### src/rtl/demux18_regfile_32bit.sv
// 8x32 register bank: one-hot decoded write port, two combinational read ports.
// Writes land on the clock edge; reads are 0-cycle with no write bypass; always ready.
module demux18_regfile_32bit (
  input  logic        clk,
  input  logic        reset,
  input  logic        we,
  input  logic [2:0]  wsel,
  input  logic [31:0] wdata,
  input  logic [2:0]  rsel_a,
  input  logic [2:0]  rsel_b,
  output logic [31:0] rdata_a,
  output logic [31:0] rdata_b,
  output logic [7:0]  wr_onehot,
  output logic [7:0]  written,
  output logic [7:0]  wr_count
);

  logic [7:0]  dec;
  logic [31:0] regs_q [1:7];
  logic [31:0] regs_d [1:7];
  logic [31:0] bank   [8];
  logic [7:0]  onehot_q, onehot_d;
  logic [7:0]  written_q, written_d;
  logic [7:0]  count_q, count_d;

  always_comb begin
    dec = 8'h00;
    if (we) dec = 8'h01 << wsel;
  end

  // Register 0 has no storage; a select of 0 still feeds the bookkeeping below.
  always_comb begin
    for (int i = 1; i < 8; i++) begin
      regs_d[i] = dec[i] ? wdata : regs_q[i];
    end
    onehot_d  = dec;
    written_d = written_q | dec;
    count_d   = count_q + {7'd0, we};
  end

  always_ff @(posedge clk) begin
    if (reset) begin
      for (int i = 1; i < 8; i++) begin
        regs_q[i] <= 32'h0;
      end
      onehot_q  <= 8'h00;
      written_q <= 8'h00;
      count_q   <= 8'h00;
    end else begin
      for (int i = 1; i < 8; i++) begin
        regs_q[i] <= regs_d[i];
      end
      onehot_q  <= onehot_d;
      written_q <= written_d;
      count_q   <= count_d;
    end
  end

  always_comb begin
    bank[0] = 32'h0;
    for (int i = 1; i < 8; i++) begin
      bank[i] = regs_q[i];
    end
  end

  assign rdata_a   = bank[rsel_a];
  assign rdata_b   = bank[rsel_b];
  assign wr_onehot = onehot_q;
  assign written   = written_q;
  assign wr_count  = count_q;

endmodule

### config.mk
export PLATFORM = sky130hd
export DESIGN_NAME = demux18_regfile_32bit
export DESIGN_NICKNAME = d
export VERILOG_FILES = /design/src/rtl/demux18_regfile_32bit.sv
export SDC_FILE = /design/constraint.sdc
export NUM_CORES = 1
export LEC_CHECK = 0
export BUFFER_PORTS_ARGS = -buffer_cell sky130_fd_sc_hd__buf_2
export CORE_ASPECT_RATIO = 1.4
export CORE_MARGIN = 2
export CORE_UTILIZATION = 60
export CTS_BUF_LIST = sky130_fd_sc_hd__clkbuf_4 sky130_fd_sc_hd__clkbuf_8
export CTS_CLUSTER_SIZE = 30
export DETAILED_ROUTE_END_ITERATION = 8
export PLACE_DENSITY = 0.81
export SYNTH_ARGS = -nofsm -noshare
export SYNTH_HDL_FRONTEND = slang
export SYNTH_SLANG_ARGS = --single-unit
### constraint.sdc
create_clock -name clk -period 1.65 [get_ports clk]
set_input_delay 0.33 -clock clk [delete_from_list [all_inputs] [get_ports clk]]
set_output_delay 0.33 -clock clk [all_outputs]
set_load 0.005 [all_outputs]
==> results by group, run 1 <==
STA
  • Hold violation count in the final report: 0
  • RSZ-0062 raised after global routing: yes
  • Fin worst setup slack: -0.564 ns
  • Slew @ Worst Pin: 0.590 ns
  • Max_slew headroom: 59.6%
  • Crit share post-route: 134%
  • Slew Viols, Final: 0
  • Min cycle time layout: 2.21 ns
  • Setup Viol. Count Final: 64
  • FMAX: between 400 and 500 MHz
  • Fin Clk Skew: 0.00485 ns

Placement
  • Hpwl dp: approximately 25000 um
  • Cells after DPL: 1799
  • RePlAce Congestion: 0.877
  • Number of port buffers: 131

Worst setup path
  • Crit path kind: reg2out
  • Arr. time, crit path: between 1.5 and 2 ns
  • Crit path launch type: flop
  • CP Cell Sequence: mux2_4 > a221oi_4 > buf_4 > a221oi_2 > buf_2
  • Worst Path Required: about 1.3 ns
  • CP max stage delay: 0.35 ns
  • Worst Setup End Kind: output port
  • CP max FO: 3
  • CP max stage cell: dfxtp_2
  • R2R depth: 5

Floorplan
  • Chip height: 178 um
  • DIE AREA: between 20000 and 25000 sq um
  • FP Rows: 63
  • Starting Density: 61.2%
  • Boundary pin count: 132
  • Width of the die: 128 um
  • Core Box Area: 21200 sq um

Layout
  • Layout fillers: 1234
  • Fin nets: 1638
  • Cell Count, Final, Fillers Out: 1886
  • Fin util: 76.8%
  • Layout cell share with drive strength beyond 1: 35.5%
  • Layout area overhead: 25.5%

Drt
  • Vias per cell: 6.85
  • Final ANT Viol Nets: 0
  • Via count: roughly 13k
  • Initial DRC Count: around 1.7k
  • Total Wirelength: 47200 um
  • DRC: 0
  • WL/cell: 25.1 um
  • Detailed-routing iteration count for the pre-antenna-repair pass: 8

Power and ir drop
  • Sw Share: 28.1%
  • P_int: 10400 uW
  • Net Sw Power: 4050 uW
  • Clock power frac: 41.8%
  • VDD IR-drop max: 639 uV
  • Pwr Density: 884 nW/um^2
  • Comb power frac: around 15%
  • Cell leakage power: ~0.0062 uW
  • Sequential share of power: between 40% and 50%

GRT
  • Aggregate global routing overflow: 0
  • Largest net degree at the start of global routing: 114
  • Antenna violations before repair: 3
  • First-pass GRT wire length: 67100 um
  • Vias in the first global route: 12.8k
  • Total GRT Usage: 37.4%

Run status
  • Violated checks: negative setup slack
  • Status: finished, violations left

Synthesis
  • Leading register cell type out of synthesis: dfxtp_1
  • Synthesized area: roughly 13000 sq um
  • Register area share after synthesis: 38.2%
  • Mapped Nets: 1498
  • Warnings from Yosys: 0
  • Top post-synthesis cells by area: dfxtp_1 (38%), nand2_1 (13%), a221oi_2 (11%)
  • Cells after Synth: ~1.5k
  • Syn_area_per_cell: 8.94 sq um
  • Netlist cell types: 32
  • Asr flop ratio synth: 0%
  • Synth cell count leaders: nand2_1 (450), dfxtp_1 (248), a21oi_1 (218), mux2i_1 (128), a221oi_2 (99)
  • Synth area leader: dfxtp_1
  • Most common cell in the netlist: nand2_1
  • Number of synthesized flops with an enable pin: 0
  • Share of the synthesized area in the top cell type: 38.2%
  • Flops & latches, synth: 248

Min path
  • Hold WC Path Type: in2reg
  • Worst Hold Depth: 3

Clock tree
  • Reg clk slew, reported paths: 0.07 ns
  • Clk_lat worst skew: 0.55 ns
  • H-tree Lvls: 2
  • CTS tree: built
  • Root Buffer Master: clkbuf_8
  • Clock buffer depth: 3
  • CTS Sinks: 248
  • TritonCTS Buffers: 40

Run
  • # Max-Cap Violations: 0
-- cells in the final DEF, fill, tap and decap left out, types with 3 or more instances in the layout --
cell type  instances
buf_6              3
a21oi_2            9
mux2_2             4
clkbuf_4          11
clkbuf_8          55
mux2i_1          128
buf_12            40
nor2_1            26
clkinv_2           5
nor2b_1            3
o21ai_0            3
buf_2            127
a221oi_2          79
nand2_1          450
and4bb_1           3
buf_4             66
dfxtp_1          191
nand4bb_1          3
dfxtp_2           57
or3_1              3
diode_2            3
mux2_4            60
a21oi_1          218
nand3_1            3
nand4b_1           3
and4b_1            3
a221oi_4          49
-- what timing repair did --
action,4_1_cts,5_1_grt
hold buffers,1,0
buffers inserted,4,7
pin swaps,24,27
endpoints found under the hold margin,1,0
gates resized for setup,145,44
endpoints found under the setup margin,64,64
cloned,0,1
-- metrics by stage --
stage          area, sq um  worst slack, ns  power (uW)  hold WS (ns)  TNS [ns]
2_1_floorplan        13000           0.0978        7400         0.441         0
3_3_place_gp         14300           -0.360        8090         0.446    -15.13
3_5_place_dp         14300           -0.360        8130         0.457    -15.60
4_1_cts              15900           -0.404       14100        0.0535    -20.70
5_1_grt              16300           -0.583       14700        0.0680    -23.79
6_report             16300           -0.564       14400        0.0582    -22.03
-- final cells by class --
type	count	area (sq um)	share of cell area, %
diodes	3	7.51	0.0461
flip-flops and latches	248	5040	30.9
well taps	260	325	2.00
multi-input cells	1062	8000	49.1
repair buffers	240	2020	12.4
clock buffers	65	832	5.11
clock inverters	8	70.1	0.430
-- power groups by stage --
stage	clock network, uW	logic (uW)	registers [uW]
after global placement	0	1760	6330
after detailed placement	0	1790	6350
after global routing	6280	2210	6250
after floorplan	0	1080	6320
after CTS	5920	1950	6230
final	6020	2150	6250
-- routing by layer --
metal | GRT usage, % | up-vias | part of all wire [%]
met4 | 26.2 | 0 | 9.2
met1 | 41.6 | 6008 | 34
li1 | - | 5435 | -
met3 | 7.50 | 412 | 11
met5 | 0 | - | 0
met2 | 63.6 | 1070 | 47
-- state kept, by name, summed over array words and instances, names as in the netlist --
| name | count |
|---|---|
| written | 8 |
| wr_onehot | 8 |
| regs_q | 224 |
| wr_count | 8 |
-- final timing paths --
| kind | to | slack (ns) | start |
|---|---|---|---|
| min | regs_q[5][18] | 0.06 | wdata[18] |
| max | rdata_b[7] | -0.56 | regs_q[1][7] |
| max reg2reg | wr_count[6] | 0.33 | wr_count[0] |
| min reg2reg | written[0] | 0.47 | written[0] |
-- worst max-delay path, delay by kind of cell, from the launching register on --
family | cells | cell delay [ns]
buf+inv | 2 | 0.30
compound gates | 2 | 0.32
flops | 1 | 0.35
mux | 1 | 0.33
-- logic make-up after synthesis --
kind of cell	count (synthesis)	synth area share [%]
simple gates	507	15.7
compound gates	358	22.5
flops	248	38.2
mux	192	16.0
buf+inv	142	7.09
xor+xnor	3	0.202
fa+ha+maj	2	0.193
(Power assumes the default switching activity.)
==> inputs of run 2 (changes only) <==
--- a/config.mk
+++ b/config.mk
@@ -6,11 +6,11 @@
 export NUM_CORES = 1
 export LEC_CHECK = 0
 export BUFFER_PORTS_ARGS = -buffer_cell sky130_fd_sc_hd__buf_2
-export CORE_ASPECT_RATIO = 1.4
 export CORE_MARGIN = 2
 export CORE_UTILIZATION = 60
 export CTS_BUF_LIST = sky130_fd_sc_hd__clkbuf_4 sky130_fd_sc_hd__clkbuf_8
-export CTS_CLUSTER_SIZE = 30
+export CTS_CLUSTER_DIAMETER = 40
+export CTS_CLUSTER_SIZE = 14
 export DETAILED_ROUTE_END_ITERATION = 8
 export PLACE_DENSITY = 0.81
 export SYNTH_ARGS = -nofsm -noshare
==> results by group, run 2 (synthesis gave the netlist of run 1 again) <==
Run
  • # Max-Cap Violations: 0 (unchanged)

Placement
  • Number of port buffers: 131 (unchanged)
  • RePlAce Congestion: 0.882 (+0.56%)
  • Place WS: -0.312 ns (+0.0478 ns)
  • Hpwl dp: 25900 um (+4.3%)

Drt
  • WL/cell: 23.0 um (-8.3%)
  • Detailed-routing iteration count for the pre-antenna-repair pass: 8 (unchanged)
  • Final ANT Viol Nets: 0 (unchanged)
  • Total Wirelength: 43400 um (-8.1%)
  • Initial DRC Count: 1311 (-25%)
  • DRC: 0 (unchanged)
  • Via count: 12.4k (-4.3%)
  • Vias per cell: 6.54 (-4.5%)

Clock tree
  • Clock buffer depth: 3 (unchanged)
  • Clk_lat worst skew: 0.56 ns (about the same)
  • Post-CTS Hold Buffers: 0 (-1)
  • H-tree Lvls: 2 (unchanged)
  • Reg clk slew, reported paths: 0.08 ns (about the same)
  • Root Buffer Master: clkbuf_8
  • TritonCTS Buffers: 35 (-13%)
  • CTS tree: built
  • CTS Sinks: 248 (unchanged)

STA
  • Min cycle time layout: 2.11 ns (-0.106 ns)
  • Max_slew headroom: 72.5% (+13 points)
  • FMAX: 474 MHz (+5.0%)
  • Fin worst setup slack: -0.458 ns (+0.106 ns)
  • Setup Viol. Count Final: 64 (unchanged)
  • TNS Setup: -20.50 ns (+1.52 ns)
  • Crit share post-route: 128% (-6.4 points)
  • Slew @ Worst Pin: 0.407 ns (-0.183 ns)
  • Worst hold slack: 0.0648 ns (+0.00662 ns)
  • Fin Clk Skew: 0.0105 ns (+0.00568 ns)
  • Hold violation count in the final report: 0 (unchanged)
  • Slew Viols, Final: 0 (unchanged)
  • RSZ-0062 raised after global routing: yes

Worst setup path
  • CP top delay family: compound AO/OA/AOI/OAI gates
  • Crit path kind: reg2out
  • Worst Path Required: 1.32 ns (about the same)
  • Crit path launch type: flop
  • CP Cell Sequence: mux2i_1 > a221oi_2 > buf_2
  • CP max FO: 3 (unchanged)
  • WP buf/inv: 1 (-1)
  • Worst Setup End Kind: output port
  • Arr. time, crit path: 1.78 ns (-0.10 ns)
  • CP max stage delay: 0.45 ns (+0.10 ns)
  • CP max stage cell: a221oi_2

Layout
  • Fin util: 76.1% (-0.78 points)
  • Biggest register: regs_q
  • Most frequent cells in the layout: nand2_1 (450), a21oi_1 (218), dfxtp_1 (190), mux2i_1 (128), buf_2 (128)
  • Layout cell share with drive strength beyond 1: 35.2% (-0.30 points)
  • Layout area overhead: 23.9%
  • Commonest non-fill, non-tap cell in the layout: nand2_1
  • Number of flip-flops in the largest register: 224 (unchanged)
  • Fin nets: 1635 (-0.18%)

Floorplan
  • Core Box Area: 21200 sq um (-0.24%)
  • Boundary pin count: 132 (unchanged)
  • DIE AREA: 22800 sq um (about the same)
  • Chip height: 151 um (-15%)
  • Starting Density: 61.4% (+0.14 points)
  • FP Rows: 53 (-16%)
  • Width of the die: 151 um (+18%)

Power and ir drop
  • Overall power consumption: 13900 uW (-3.5%)
  • VDD IR-drop max: 1120 uV (+75%)
  • Pwr Density: 864 nW/um^2 (-2.3%)
  • Cell leakage power: 0.00611 uW (-2.1%)

GRT
  • Total GRT Usage: 36.8% (-0.54 points)
  • Vias in the first global route: 12.3k (-3.7%)
  • Antenna violations before repair: 2 (-1)
  • First-pass GRT wire length: 65800 um (-2.0%)
  • Aggregate global routing overflow: 0 (unchanged)
  • Largest net degree at the start of global routing: 56 (-51%)

Min path
  • Hold WC Path Type: in2reg

Run status
  • Status: finished, violations left
  • Violated checks: negative setup slack
## run 2: cell types whose count changed in the layout (fill, tap and decap cells not counted), sizes merged
cell         delta
buf             +5
bufinv          +3
clkbuf         -29
clkinv          +1
clkinvlp        +5
diode           -2
dlygate4sd3     -1
inv             +7
## run 2: repair_timing
item,CTS,global route
resized for setup,161,20
setup endpoints to repair,64,64
pin swaps,33,32
setup buffers,7,0
cloned,0,0
## run 2: metal layers
metal | up-vias | GRT usage (%) | wire length [um]
li1 | 5416 | - | -
met1 | 5870 | 44.9 | 16300
met2 | 854 | 60.8 | 20600
met3 | 227 | 7.05 | 4140
met4 | 0 | 21.4 | 2370
met5 | - | 0 | 0
## run 2: path summary, 6_finish.rpt
check                           slack [ns]           from            end  cells after the start
worst min register to register        0.47     written[0]     written[0]                      2
worst max-delay path                 -0.46  regs_q[3][29]    rdata_b[29]                      3
worst max register to register        0.33    wr_count[0]    wr_count[6]                      5
worst min-delay path                  0.06      wdata[30]  regs_q[5][30]                      3
## run 2: power breakdown
part / total [uW] / switching (uW) / internal [uW]
Combinational: 2070 / 1220 / 855
Clock: 5590 / 2750 / 2840
Sequential: 6240 / 120 / 6120
Total: 13900 / 4090 / 9810
## run 2: per-stage QoR
step / cells / area [sq um]
finish: 1890 / 16100
global route: 1890 / 16100
CTS: 1889 / 15900
detailed placement: 1820 / 14300
global placement: 1820 / 14300
floorplan: 1452 / 13000
## run 2: worst register-to-register path, stage by stage (launching register included)
cell and delay (ns):
dfxtp_1 0.35, ha_1 0.17, ha_1 0.20, nand2_1 0.07, or3_1 0.30, a21oi_1 0.15
## run 2: cell type report
class	count	area [sq um]
Multi-Input combinational cell	1062	8000
Fill cell	1240	5070
Sequential cell	248	5040
Timing Repair Buffer	242	1920
Clock buffer	38	510
Tap cell	275	344
Clock inverter	24	279
Antenna cell	1	2.50
==> inputs of run 3 (changes only) <==
--- a/config.mk
+++ b/config.mk
@@ -13,6 +13,7 @@
 export CTS_CLUSTER_SIZE = 14
 export DETAILED_ROUTE_END_ITERATION = 8
 export PLACE_DENSITY = 0.81
+export SKIP_LAST_GASP = 1
 export SYNTH_ARGS = -nofsm -noshare
 export SYNTH_HDL_FRONTEND = slang
 export SYNTH_SLANG_ARGS = --single-unit
==> results by group, run 3 (synthesis gave the netlist of run 1 again) <==
Run status
  • Status: finished, violations left
  • Violated checks: negative setup slack

Clock tree
  • CTS tree: built
  • Root Buffer Master: clkbuf_8
  • CTS Sinks: 248 (unchanged)
  • Clk_lat worst skew: 0.56 ns (about the same)
  • Clock buffer depth: 3 (unchanged)
  • H-tree Lvls: 2 (unchanged)
  • Reg clk slew, reported paths: 0.08 ns (about the same)
  • TritonCTS Buffers: 35 (unchanged)

STA
  • Crit share post-route: 127% (-1.0 points)
  • Hold violation count in the final report: 0 (unchanged)
  • RSZ-0062 raised after global routing: yes
  • Fin worst setup slack: -0.441 ns (+0.0173 ns)
  • Slew @ Worst Pin: 0.443 ns (+0.0363 ns)
  • Setup Viol. Count Final: 64 (unchanged)
  • Max_slew headroom: 70.0% (-2.5 points)
  • FMAX: 478 MHz (+0.83%)
  • Worst hold slack: 0.0645 ns (-0.000337 ns)
  • Slew Viols, Final: 0 (unchanged)
  • Min cycle time layout: 2.09 ns (-0.0173 ns)
  • Fin Clk Skew: 0.0106 ns (+0.0000840 ns)

GRT
  • Aggregate global routing overflow: 0 (unchanged)
  • First-pass GRT wire length: 65100 um (-1.1%)
  • Antenna violations before repair: 1 (-1)
  • Vias in the first global route: 12.3k (+0.13%)
  • Total GRT Usage: 36.4% (-0.45 points)
  • Largest net degree at the start of global routing: 56 (unchanged)

Worst setup path
  • CP max FO: 3 (unchanged)
  • Worst Setup End Kind: output port
  • Crit path launch type: flop
  • Worst Setup SP: regs_q[5][29]
  • Worst Path Required: 1.32 ns (about the same)
  • Arr. time, crit path: 1.76 ns (-0.02 ns)
  • Crit path kind: reg2out
  • CP max stage delay: 0.36 ns (-0.09 ns)
  • CP max stage cell: dfxtp_2
  • Reg2reg start: wr_count[0]
  • R2R depth: 5 (unchanged)
  • CP Cell Sequence: mux2_4 > a221oi_4 > a221oi_2 > buf_2

Run
  • # Max-Cap Violations: 0 (unchanged)

Placement
  • RePlAce Congestion: 0.882 (unchanged)
  • Place WS: -0.312 ns (unchanged)
  • Hpwl dp: 25900 um (unchanged)
  • Number of port buffers: 131 (unchanged)

Floorplan
  • Boundary pin count: 132 (unchanged)
  • FP Rows: 53 (unchanged)
  • DIE AREA: 22800 sq um (unchanged)
  • Starting Density: 61.4% (unchanged)
  • Width of the die: 151 um (unchanged)
  • Core Box Area: 21200 sq um (unchanged)
  • Chip height: 151 um (unchanged)

Layout
  • Layout cell share with drive strength beyond 1: 34.8% (-0.37 points)
  • Biggest register: regs_q
  • Fin nets: 1635 (unchanged)
  • Layout area overhead: 23.5%
  • Commonest non-fill, non-tap cell in the layout: nand2_1
  • Fin util: 75.8% (-0.25 points)
  • Number of flip-flops in the largest register: 224 (unchanged)
  • Most frequent cells in the layout: nand2_1 (450), a21oi_1 (218), dfxtp_1 (196), mux2i_1 (128), buf_2 (127)

Min path
  • Worst Hold Depth: 3 (unchanged)
  • Hold WC Path Type: in2reg
  • Hold Startpoint: wdata[27]

Drt
  • Total Wirelength: 43700 um (+0.63%)
  • Vias per cell: 6.61 (+0.99%)
  • Final ANT Viol Nets: 0 (unchanged)
  • DRC: 0 (unchanged)
  • Detailed-routing iteration count for the pre-antenna-repair pass: 6 (-2)
  • Initial DRC Count: 1284 (-2.1%)
  • Via count: 12.5k (+0.99%)
  • WL/cell: 23.1 um (+0.63%)

Power and ir drop
  • Pwr Density: 866 nW/um^2 (+0.27%)
  • Cell leakage power: 0.00609 uW (-0.21%)
  • VDD IR-drop max: 1140 uV (+1.6%)
run 3: changes by cell type in the layout (fill, tap and decap cells not counted), sizes merged:
cell    previous run  this run
clkbuf            38        39
buf              242       241
run 3: per-stage QoR:
step / power [uW] / setup TNS (ns) / instances / area, sq um
2_1_floorplan: 7400 / 0 / 1452 / 13000
3_3_place_gp: 8080 / -13.77 / 1820 / 14300
3_5_place_dp: 8120 / -14.58 / 1820 / 14300
4_1_cts: 13700 / -20.05 / 1889 / 15900
5_1_grt: 14200 / -22.44 / 1890 / 16000
6_report: 13900 / -20.44 / 1890 / 16000
run 3: worst paths after layout:
| check | to | slack (ns) |
|---|---|---|
| setup / recovery | rdata_b[29] | -0.44 |
| hold / removal | regs_q[1][27] | 0.06 |
| setup reg to reg | wr_count[6] | 0.32 |
| hold reg to reg | regs_q[5][8] | 0.47 |
run 3: worst max-delay path, delay by kind of cell, from the launching register on:
kind	cells	cell delay (ns)
AOI/OAI and AO/OA	2	0.40
DFF	1	0.36
muxes	1	0.28
buffers and inverters	1	0.16
run 3: area by class of cell:
cell class | instances | area [sq um]
clock buffers | 38 | 510
fillers | 1259 | 5120
multi-input cells | 1062 | 7950
flip-flops and latches | 248 | 5030
well taps | 275 | 344
repair buffers | 242 | 1920
diodes | 1 | 2.50
clock inverters | 24 | 279
run 3: metal layers:
metal	up-vias	routed length, um	track usage (%)
li1	5420	-	-
met1	5948	16300	44.0
met2	881	20800	59.8
met3	241	4230	7.50
met4	0	2380	21.7
met5	-	0	0
run 3: power by group:
group | switching, uW | internal [uW] | leakage (uW) | total [uW]
Clock | 2750 | 2840 | 0.000382 | 5590
Sequential | 119 | 6120 | 0.00203 | 6230
Combinational | 1220 | 852 | 0.00368 | 2070
Total | 4080 | 9810 | 0.00609 | 13900
run 3: what timing repair did:
action                                  in CTS  in global routing
setup buffers                                7                  0
hold buffers                                 0                  0
endpoints found under the setup margin      64                 64
pin swaps                                   33                 34
resized for setup                          142                 27
